[config.mk]
export PLATFORM = sky130hd
export DESIGN_NAME = axi_read_reorder_buffer
export DESIGN_NICKNAME = d
export VERILOG_FILES = /design/src/rtl/axi_rob_pkg.sv /design/src/rtl/rob_slot_table.sv /design/src/rtl/axi_read_reorder_buffer.sv
export SDC_FILE = /design/constraint.sdc
export NUM_CORES = 1
export LEC_CHECK = 0
export BUFFER_PORTS_ARGS = -buffer_cell sky130_fd_sc_hd__buf_2
export CORE_MARGIN = 2
export CORE_UTILIZATION = 45
export DETAILED_ROUTE_END_ITERATION = 10
export PLACE_DENSITY = 0.62
export SETUP_SLACK_MARGIN = 0.4
export SYNTH_ARGS = -nofsm -noshare
export SYNTH_HDL_FRONTEND = slang
export SYNTH_SLANG_ARGS = --single-unit
[constraint.sdc]
create_clock -name clk -period 7.8 [get_ports clk]
set_input_delay 0.39 -clock clk [delete_from_list [all_inputs] [get_ports clk]]
set_output_delay 0.39 -clock clk [all_outputs]
set_load 0.01 [all_outputs]
[src/rtl/axi_rob_pkg.sv]
// axi_rob_pkg: shared types for the AXI read reorder buffer
package axi_rob_pkg;
  typedef enum logic [1:0] {
    OKAY   = 2'd0,
    EXOKAY = 2'd1,
    SLVERR = 2'd2,
    DECERR = 2'd3
  } rresp_t;
endpackage

[src/rtl/rob_slot_table.sv]
// rob_slot_table: per-slot alloc/done/id/data/resp storage with allocate, capture and retire ports
module rob_slot_table
  import axi_rob_pkg::*;
#(
  parameter int DEPTH      = 16,
  parameter int ID_WIDTH   = 4,
  parameter int DATA_WIDTH = 8,
  parameter int TAG_WIDTH  = $clog2(DEPTH)
) (
  input  logic                  clk,
  input  logic                  rst,
  input  logic                  alloc_i,
  input  logic [TAG_WIDTH-1:0]  alloc_idx_i,
  input  logic [ID_WIDTH-1:0]   alloc_id_i,
  input  logic                  wr_i,
  input  logic [TAG_WIDTH-1:0]  wr_idx_i,
  input  logic [DATA_WIDTH-1:0] wr_data_i,
  input  logic [1:0]            wr_resp_i,
  input  logic [TAG_WIDTH-1:0]  rd_idx_i,
  input  logic                  retire_i,
  output logic                  rd_done_o,
  output logic [ID_WIDTH-1:0]   rd_id_o,
  output logic [DATA_WIDTH-1:0] rd_data_o,
  output logic [1:0]            rd_resp_o,
  output logic                  err_o
);
  logic [DEPTH-1:0]      alloc_q, alloc_d, done_q, done_d;
  logic [ID_WIDTH-1:0]   id_q [DEPTH];
  logic [ID_WIDTH-1:0]   id_d [DEPTH];
  logic [DATA_WIDTH-1:0] data_q [DEPTH];
  logic [DATA_WIDTH-1:0] data_d [DEPTH];
  rresp_t                resp_q [DEPTH];
  rresp_t                resp_d [DEPTH];
  logic                  wr_ok;
  // a beat is only accepted into an allocated, still-empty slot
  always_comb begin
    wr_ok   = wr_i & alloc_q[wr_idx_i] & ~done_q[wr_idx_i];
    err_o   = wr_i & ~wr_ok;
    alloc_d = alloc_q;
    done_d  = done_q;
    id_d    = id_q;
    data_d  = data_q;
    resp_d  = resp_q;
    if (retire_i) begin
      alloc_d[rd_idx_i] = 1'b0;
      done_d[rd_idx_i]  = 1'b0;
    end
    if (alloc_i) begin
      alloc_d[alloc_idx_i] = 1'b1;
      done_d[alloc_idx_i]  = 1'b0;
      id_d[alloc_idx_i]    = alloc_id_i;
    end
    if (wr_ok) begin
      done_d[wr_idx_i] = 1'b1;
      data_d[wr_idx_i] = wr_data_i;
      resp_d[wr_idx_i] = rresp_t'(wr_resp_i);
    end
  end
  always_ff @(posedge clk) begin
    if (rst) begin
      alloc_q <= '0;
      done_q  <= '0;
    end else begin
      alloc_q <= alloc_d;
      done_q  <= done_d;
    end
  end
  always_ff @(posedge clk) begin
    id_q   <= id_d;
    data_q <= data_d;
    resp_q <= resp_d;
  end
  assign rd_done_o = done_q[rd_idx_i];
  assign rd_id_o   = id_q[rd_idx_i];
  assign rd_data_o = data_q[rd_idx_i];
  assign rd_resp_o = resp_q[rd_idx_i];
endmodule

[src/rtl/axi_read_reorder_buffer.sv]
// axi_read_reorder_buffer: tags ARs with slot indices and returns out-of-order R beats in AR order
module axi_read_reorder_buffer
  import axi_rob_pkg::*;
#(
  parameter int DATA_WIDTH = 8,
  parameter int ID_WIDTH   = 4,
  parameter int DEPTH      = 16,
  parameter int TAG_WIDTH  = $clog2(DEPTH)
) (
  input  logic                  clk,
  input  logic                  rst,
  input  logic [ID_WIDTH-1:0]   s_arid_i,
  input  logic                  s_arvalid_i,
  output logic                  s_arready_o,
  output logic [DATA_WIDTH-1:0] s_rdata_o,
  output logic [1:0]            s_rresp_o,
  output logic [ID_WIDTH-1:0]   s_rid_o,
  output logic                  s_rvalid_o,
  input  logic                  s_rready_i,
  output logic [TAG_WIDTH-1:0]  m_arid_o,
  output logic                  m_arvalid_o,
  input  logic                  m_arready_i,
  input  logic [DATA_WIDTH-1:0] m_rdata_i,
  input  logic [1:0]            m_rresp_i,
  input  logic [TAG_WIDTH-1:0]  m_rid_i,
  input  logic                  m_rvalid_i,
  output logic                  m_rready_o,
  output logic [TAG_WIDTH:0]    count_o,
  output logic                  err_o
);
  logic [TAG_WIDTH-1:0] wp_q, wp_d, rp_q, rp_d, arid_q, arid_d;
  logic [TAG_WIDTH:0]   count_q, count_d;
  logic                 arvalid_q, arvalid_d, err_q, err_d;
  logic                 acc, ret, rd_done, err_pulse;
  // full blocks accept even when a retire frees a slot this cycle
  always_comb begin
    s_arready_o = (count_q != (TAG_WIDTH+1)'(DEPTH)) & (~arvalid_q | m_arready_i);
    acc         = s_arvalid_i & s_arready_o;
    s_rvalid_o  = (count_q != '0) & rd_done;
    ret         = s_rvalid_o & s_rready_i;
    wp_d        = acc ? wp_q + TAG_WIDTH'(1) : wp_q;
    rp_d        = ret ? rp_q + TAG_WIDTH'(1) : rp_q;
    count_d     = count_q + (TAG_WIDTH+1)'(acc) - (TAG_WIDTH+1)'(ret);
    arvalid_d   = acc | (arvalid_q & ~m_arready_i);
    arid_d      = acc ? wp_q : arid_q;
    err_d       = err_q | err_pulse;
  end
  always_ff @(posedge clk) begin
    if (rst) begin
      wp_q      <= '0;
      rp_q      <= '0;
      count_q   <= '0;
      arvalid_q <= 1'b0;
      arid_q    <= '0;
      err_q     <= 1'b0;
    end else begin
      wp_q      <= wp_d;
      rp_q      <= rp_d;
      count_q   <= count_d;
      arvalid_q <= arvalid_d;
      arid_q    <= arid_d;
      err_q     <= err_d;
    end
  end
  rob_slot_table #(
    .DEPTH(DEPTH), .ID_WIDTH(ID_WIDTH), .DATA_WIDTH(DATA_WIDTH), .TAG_WIDTH(TAG_WIDTH)
  ) u_slots (
    .clk(clk), .rst(rst),
    .alloc_i(acc), .alloc_idx_i(wp_q), .alloc_id_i(s_arid_i),
    .wr_i(m_rvalid_i), .wr_idx_i(m_rid_i), .wr_data_i(m_rdata_i), .wr_resp_i(m_rresp_i),
    .rd_idx_i(rp_q), .retire_i(ret),
    .rd_done_o(rd_done), .rd_id_o(s_rid_o), .rd_data_o(s_rdata_o), .rd_resp_o(s_rresp_o),
    .err_o(err_pulse)
  );
  assign m_arvalid_o = arvalid_q;
  assign m_arid_o    = arid_q;
  assign m_rready_o  = 1'b1;
  assign count_o     = count_q;
  assign err_o       = err_q;
endmodule

Word-level counts from Yosys, hierarchy flattened. Cells that the tools add are included.

Output and inout port bits: 28. Input port bits: 24. Word-level logic and storage cells: 138. Bits in registers: 275.

Reduce and logical (&&, ||, !) cells: 6. Add/subtract/negate cells: 4. Bitwise logic cells: 25. Eq/ne operators: 1. $lt $le $gt $ge: 11. Mux-type cells: 35.

Operators by type and width (count): $bwmux 128 (1); $mux 16 (5); $bwmux 64 (1); $and 16x16->16 (3); $bmux 8 s4 (1); $bwmux 32 (1); $demux 8 s4 (1); $not 16->16 (2); $or 16x16->16 (2); $mux 8 (3); $bmux 4 s4 (1); $demux 4 s4 (1); $ge 5x5->1 const B (3); $lt 4x5->1 const B (3); $not 4->5 (3); $bmux 1 s4 (3); $demux 1 s4 (3); $ge 4x1->1 const B (3); $mux 4 (3); $lt 5x1->1 const B (2); $add 4x1->4 const B (2); $and 1x1->1 (8); $bmux 2 s4 (1); $demux 2 s4 (1); 9 further kinds (25).

Logic depth before layout (Yosys ltp).
Depth after elaboration: 11. Depth in mapped cells: 16. Mapped depth without buffers: 16.

By module. A second synthesis with hierarchy kept.

Cell total of the unflattened synthesis: 628. Area, all modules: 11202.0 um^2.

By module, submodules not included: rob_slot_table (cells each 531, instances 1, seq. area each 7367.1 um^2, area an instance 10284.9 um^2); axi_read_reorder_buffer (cells each 97, instances 1, seq. area each 380.4 um^2, area an instance 917.1 um^2).

Worst setup path after synthesis. OpenSTA, ideal clock, no wires.

Path type: input -> register. Start: input m_rid_i[0]. End: register u_slots.data_q[100] (netlist bit) (enable). Data required time: 7397 ps. Library setup time: 403 ps. Buffers on the path: 1. Path slack: 4596 ps. Arrival: 2801 ps. Stages: 6. Cell sequence: mux4_1 a21bo_1 a211o_1 a31o_4 buf_6 nor4_1.

Word-level cells in the longest chain between the ends: 4. Elaborated cells on any way between the ends: 7. Those cells by class: mux: 4; bitwise: 3.

RTL lines: start: declaration (RTL line axi_read_reorder_buffer.sv:25) `input logic [TAG_WIDTH-1:0] m_rid_i,`; $bmux 1 s4 (RTL line rob_slot_table.sv:37) `wr_ok = wr_i & alloc_q[wr_idx_i] & ~done_q[wr_idx_i];`; $mux 1 (implied by the code) (RTL line rob_slot_table.sv:37); $and 1x1->1 or $not 1->1 (tied branches) (RTL line rob_slot_table.sv:37); $and 1x1->1 (*) (RTL line rob_slot_table.sv:37); end signal: assignment (RTL line rob_slot_table.sv:70) `data_q <= data_d;`; end: declaration (RTL line rob_slot_table.sv:30) `logic [DATA_WIDTH-1:0] data_q [DEPTH];`.

Every way passes the cells marked *; elsewhere a longest branch is shown, timed or not. The select of a mux whose other input is x is not followed. A chain may end at the register's enable or synchronous reset.

Final worst setup path.
Start: register rp_q[0]. End: register count_q[4], in the netlist count_o[4].

Word-level cells in the longest chain between the ends: 5.

RTL lines: start: declaration (RTL line axi_read_reorder_buffer.sv:31) `logic [TAG_WIDTH-1:0] wp_q, wp_d, rp_q, rp_d, arid_q, arid_d;`; start signal: assignment (RTL line axi_read_reorder_buffer.sv:58) `rp_q <= rp_d;`; $bmux 1 s4 (RTL line rob_slot_table.sv:73) `assign rd_done_o = done_q[rd_idx_i];`; $mux 1 (implied by the code) (RTL line rob_slot_table.sv:73); $and 1x1->1 (RTL line axi_read_reorder_buffer.sv:39) `s_rvalid_o = (count_q != '0) & rd_done;`; $and 1x1->1 (RTL line axi_read_reorder_buffer.sv:40) `ret = s_rvalid_o & s_rready_i;`; $sub 5x1->5 (RTL line axi_read_reorder_buffer.sv:43) `count_d = count_q + (TAG_WIDTH+1)'(acc) - (TAG_WIDTH+1)'(ret);`; end signal: assignment (RTL line axi_read_reorder_buffer.sv:59) `count_q <= count_d;`; end: declaration (RTL line axi_read_reorder_buffer.sv:32) `logic [TAG_WIDTH:0] count_q, count_d;`.

Every way passes these cells. The select of a mux whose other input is x is not followed.

==> run metrics <==
vias per cell=5.75; Worst Hold Path Cells=3; # hold bufs at CTS=0; Syn-to-layout area delta=13.8%; relative slew slack=0.142; clk sinks=275; Hold Vio Cnt, Final=0; post-CTS setup buffers=0; final instance area=0.0130 mm^2; clock latency at the later pin of the worst-skew pair=540 ps; syn avg cell area=17.4 um^2; Clk pin slew, worst setup/hold paths=60 ps; Worst Hold Launch=m_rvalid_i; worst endpoint required time=8260 ps; number of synthesis warnings=0; Worst-Margin Slew=1270 ps; CP Launch Type=register; R2R depth=15; total number of vias=6,070; CP arrival=4870 ps; Die X=163 um; gpl congestion=0.826; Hold Path End=err_o; # H-tree levels=1; core area=0.0250 mm^2; DRC=0; max-slew violation count=0; die height=163 um; Clock Skew=10.4 ps; Layout Nets=742; Core Rows=58; XOR/XNOR share of the synthesized area=0.00460; Starting DRT DRC Count=568; worst stage delay on the critical path=740 ps; post-synthesis net count=696; Max VDD drop=0.181 mV; largest net degree at the start of global routing=65; Pre-Repair DR Iteration Count=5; Detailed Place HPWL=15.3 mm; Max-cap violations=0; count of cell types in the netlist=57; # IOs=52; fraction of registers with async set/reset=0; Root Driver=clkbuf_16; final setup vio count=0; Main synth FF type=edfxtp_1; flops & latches, synth=275; Slowest-stage cell, CP=dfxtp_4; mux contribution to synthesized area=0.170; mapped cell area=0.0114 mm^2; n_diodes=0; RR Startpoint=rp_q[0]; status=completed; fin crit share=0.565; number of gates resized after CTS=0; P_leak=0.00424 uW; FMAX=227 MHz; CTS Buf Count=28; crit end category=register; vias in the first global route=6,465; Fin Hold WS=205 ps; RSZ-0062 raised after global routing=false; Worst path top cell family by delay=multiplexers; worst reg2reg endpoint=count_o[4]; CP Cell Sequence=buf_4, mux4_2, mux2_2, a32oi_2, nor2_1, ha_1, inv_1, ha_1, inv_1, fa_1, inv_1, a21oi_1, nor2_1, or3_1, a21oi_1; die area=0.0267 mm^2; WL final=23.9 mm; CTS max path bufs=3; first-pass GRT wire length=37.7 mm; adder-cell share of the synthesized area=0.0171; quantity of I/O buffers inserted on ports=50; grt ovf=0; initial antenna violation count=0; CP most frequent cell=inv_1; GRT Overall Usage=0.187; Post-Syn Instances=657; routed len/inst=22.7 um; Overall Power=3210 uW; Non-Filler Instances=1,055; sequential area share after synthesis=0.678; simple-gate portion of the synthesized area=0.0598; critical path peak fanout=35; CTS tree=done; largest family of logic cells by synthesized area=multiplexers; PD cells=247 mW/mm^2; placed cell areas=0.0120 mm^2; layout cells sized above 1=0.291; Final min period=4410 ps; Synth Area in Compound Gates=0.0408; reg2reg setup slack=3390 ps; post-route ant nets=0; placed insts=1,003; Setup TNS=0 ps; WP buf/inv=4; crit path kind=register to register; number of synthesized flops with an enable pin=224; Starting Density=0.456; HP Class=input port to register
-- cell type report --
| class | instances | area [um^2] |
|---|---|---|
| clock inverter | 18 | 215 |
| sequential | 275 | 7750 |
| clock buffer | 34 | 744 |
| multi-input combinational | 305 | 3440 |
| tap | 330 | 413 |
| timing repair buffer | 58 | 310 |
| fill | 2050 | 12000 |
| inverter | 35 | 131 |
-- through the flow --
stage | setup WS, ps | util
after floorplan | 4600 | -
after global placement | 3420 | 0.481
after detailed placement | 3340 | 0.481
after CTS | 3310 | 0.519
after global routing | 2960 | 0.519
final | 3390 | 0.519
-- synth_stat cells, drive strengths merged, types with 2 or more instances --
cell type / n / area [um^2]
or3: 6 / 42.5
clkbuf: 20 / 76.3
nor4: 4 / 37.5
xor2: 4 / 35.0
o21ai: 9 / 45.0
a22o: 3 / 26.3
o22ai: 3 / 18.8
o31ai: 8 / 83.8
mux2i: 8 / 80.1
edfxtp: 224 / 6730
a31o: 2 / 26.3
nor3: 13 / 65.1
ha: 14 / 175
xnor2: 2 / 17.5
nor2b: 8 / 50.1
nand3: 33 / 165
nand2b: 2 / 12.5
nor4b: 2 / 17.5
or2: 2 / 12.5
a31oi: 4 / 25.0
a21o: 2 / 15.0
inv: 34 / 128
a32o: 3 / 30.0
dfxtp: 51 / 1020
nor2: 17 / 63.8
a21oi: 19 / 95.1
nand2: 23 / 86.3
nand4: 15 / 93.8
a41oi: 2 / 17.5
a311oi: 2 / 23.8
buf: 22 / 120
mux4: 82 / 1850
-- cells in the final DEF, fill, tap and decap left out, drive strengths merged, types with 9 or more instances in the layout --
cell / instances
edfxtp: 224
mux4: 82
buf: 58
dfxtp: 51
inv: 34
clkbuf: 34
nand3: 33
nand2: 23
a21oi: 19
nor2: 17
nand4: 15
ha: 14
nor3: 13
clkinv: 13
o21ai: 9
-- worst max path at each step --
stage	from	to	slack [ps]	depth (start not counted)
2_1_floorplan	m_rid_i[0]	u_slots.data_q[100]	4600	6
3_3_place_gp	rp_q[0]	count_o[4]	3420	15
3_5_place_dp	rp_q[0]	count_o[4]	3340	15
4_1_cts	rp_q[0]	count_o[4]	3310	15
5_1_grt	rp_q[0]	count_o[4]	2960	15
6_report	rp_q[0]	count_o[4]	3390	15
-- power by group --
part | switching, uW | internal (uW) | total [uW]
clock network | 542 | 842 | 1380
logic | 128 | 74.9 | 203
registers | 18.1 | 1610 | 1630
total | 688 | 2530 | 3210
-- registers in the layout (all words and copies together), names as in the netlist --
name,cells
rp_q,4
u_slots.data_q,128
u_slots.id_q,64
m_arvalid_o,1
wp_q,4
m_arid_o,4
u_slots.alloc_q,16
u_slots.done_q,16
u_slots.resp_q,32
err_o,1
count_o,5
-- kinds of logic after synthesis --
| kind of cell | Yosys count |
|---|---|
| flip-flops | 275 |
| AND/OR/NAND/NOR | 129 |
| multiplexers | 91 |
| buffers and inverters | 77 |
| AO/OA/AOI/OAI | 63 |
| adder cells (fa/ha/maj) | 15 |
| XOR/XNOR | 6 |
| other | 1 |
-- worst reg2reg max path, stage by stage (launching register included) --
cell and delay (ps):
dfxtp_4 740, buf_4 690, mux4_2 610, mux2_2 290, a32oi_2 340, nor2_1 120, ha_1 290, inv_1 40
ha_1 180, inv_1 70, fa_1 200, inv_1 50, a21oi_1 130, nor2_1 60, or3_1 350, a21oi_1 150
-- metal layers --
layer | vias to the layer above | global-route usage | wire [um]
met4 | 0 | 0.0571 | 660
li1 | 2722 | - | -
met1 | 3113 | 0.241 | 9870
met3 | 42 | 0.0289 | 1220
met5 | - | 0 | 0
met2 | 193 | 0.329 | 12200
Power figures use the tool's default switching activity.
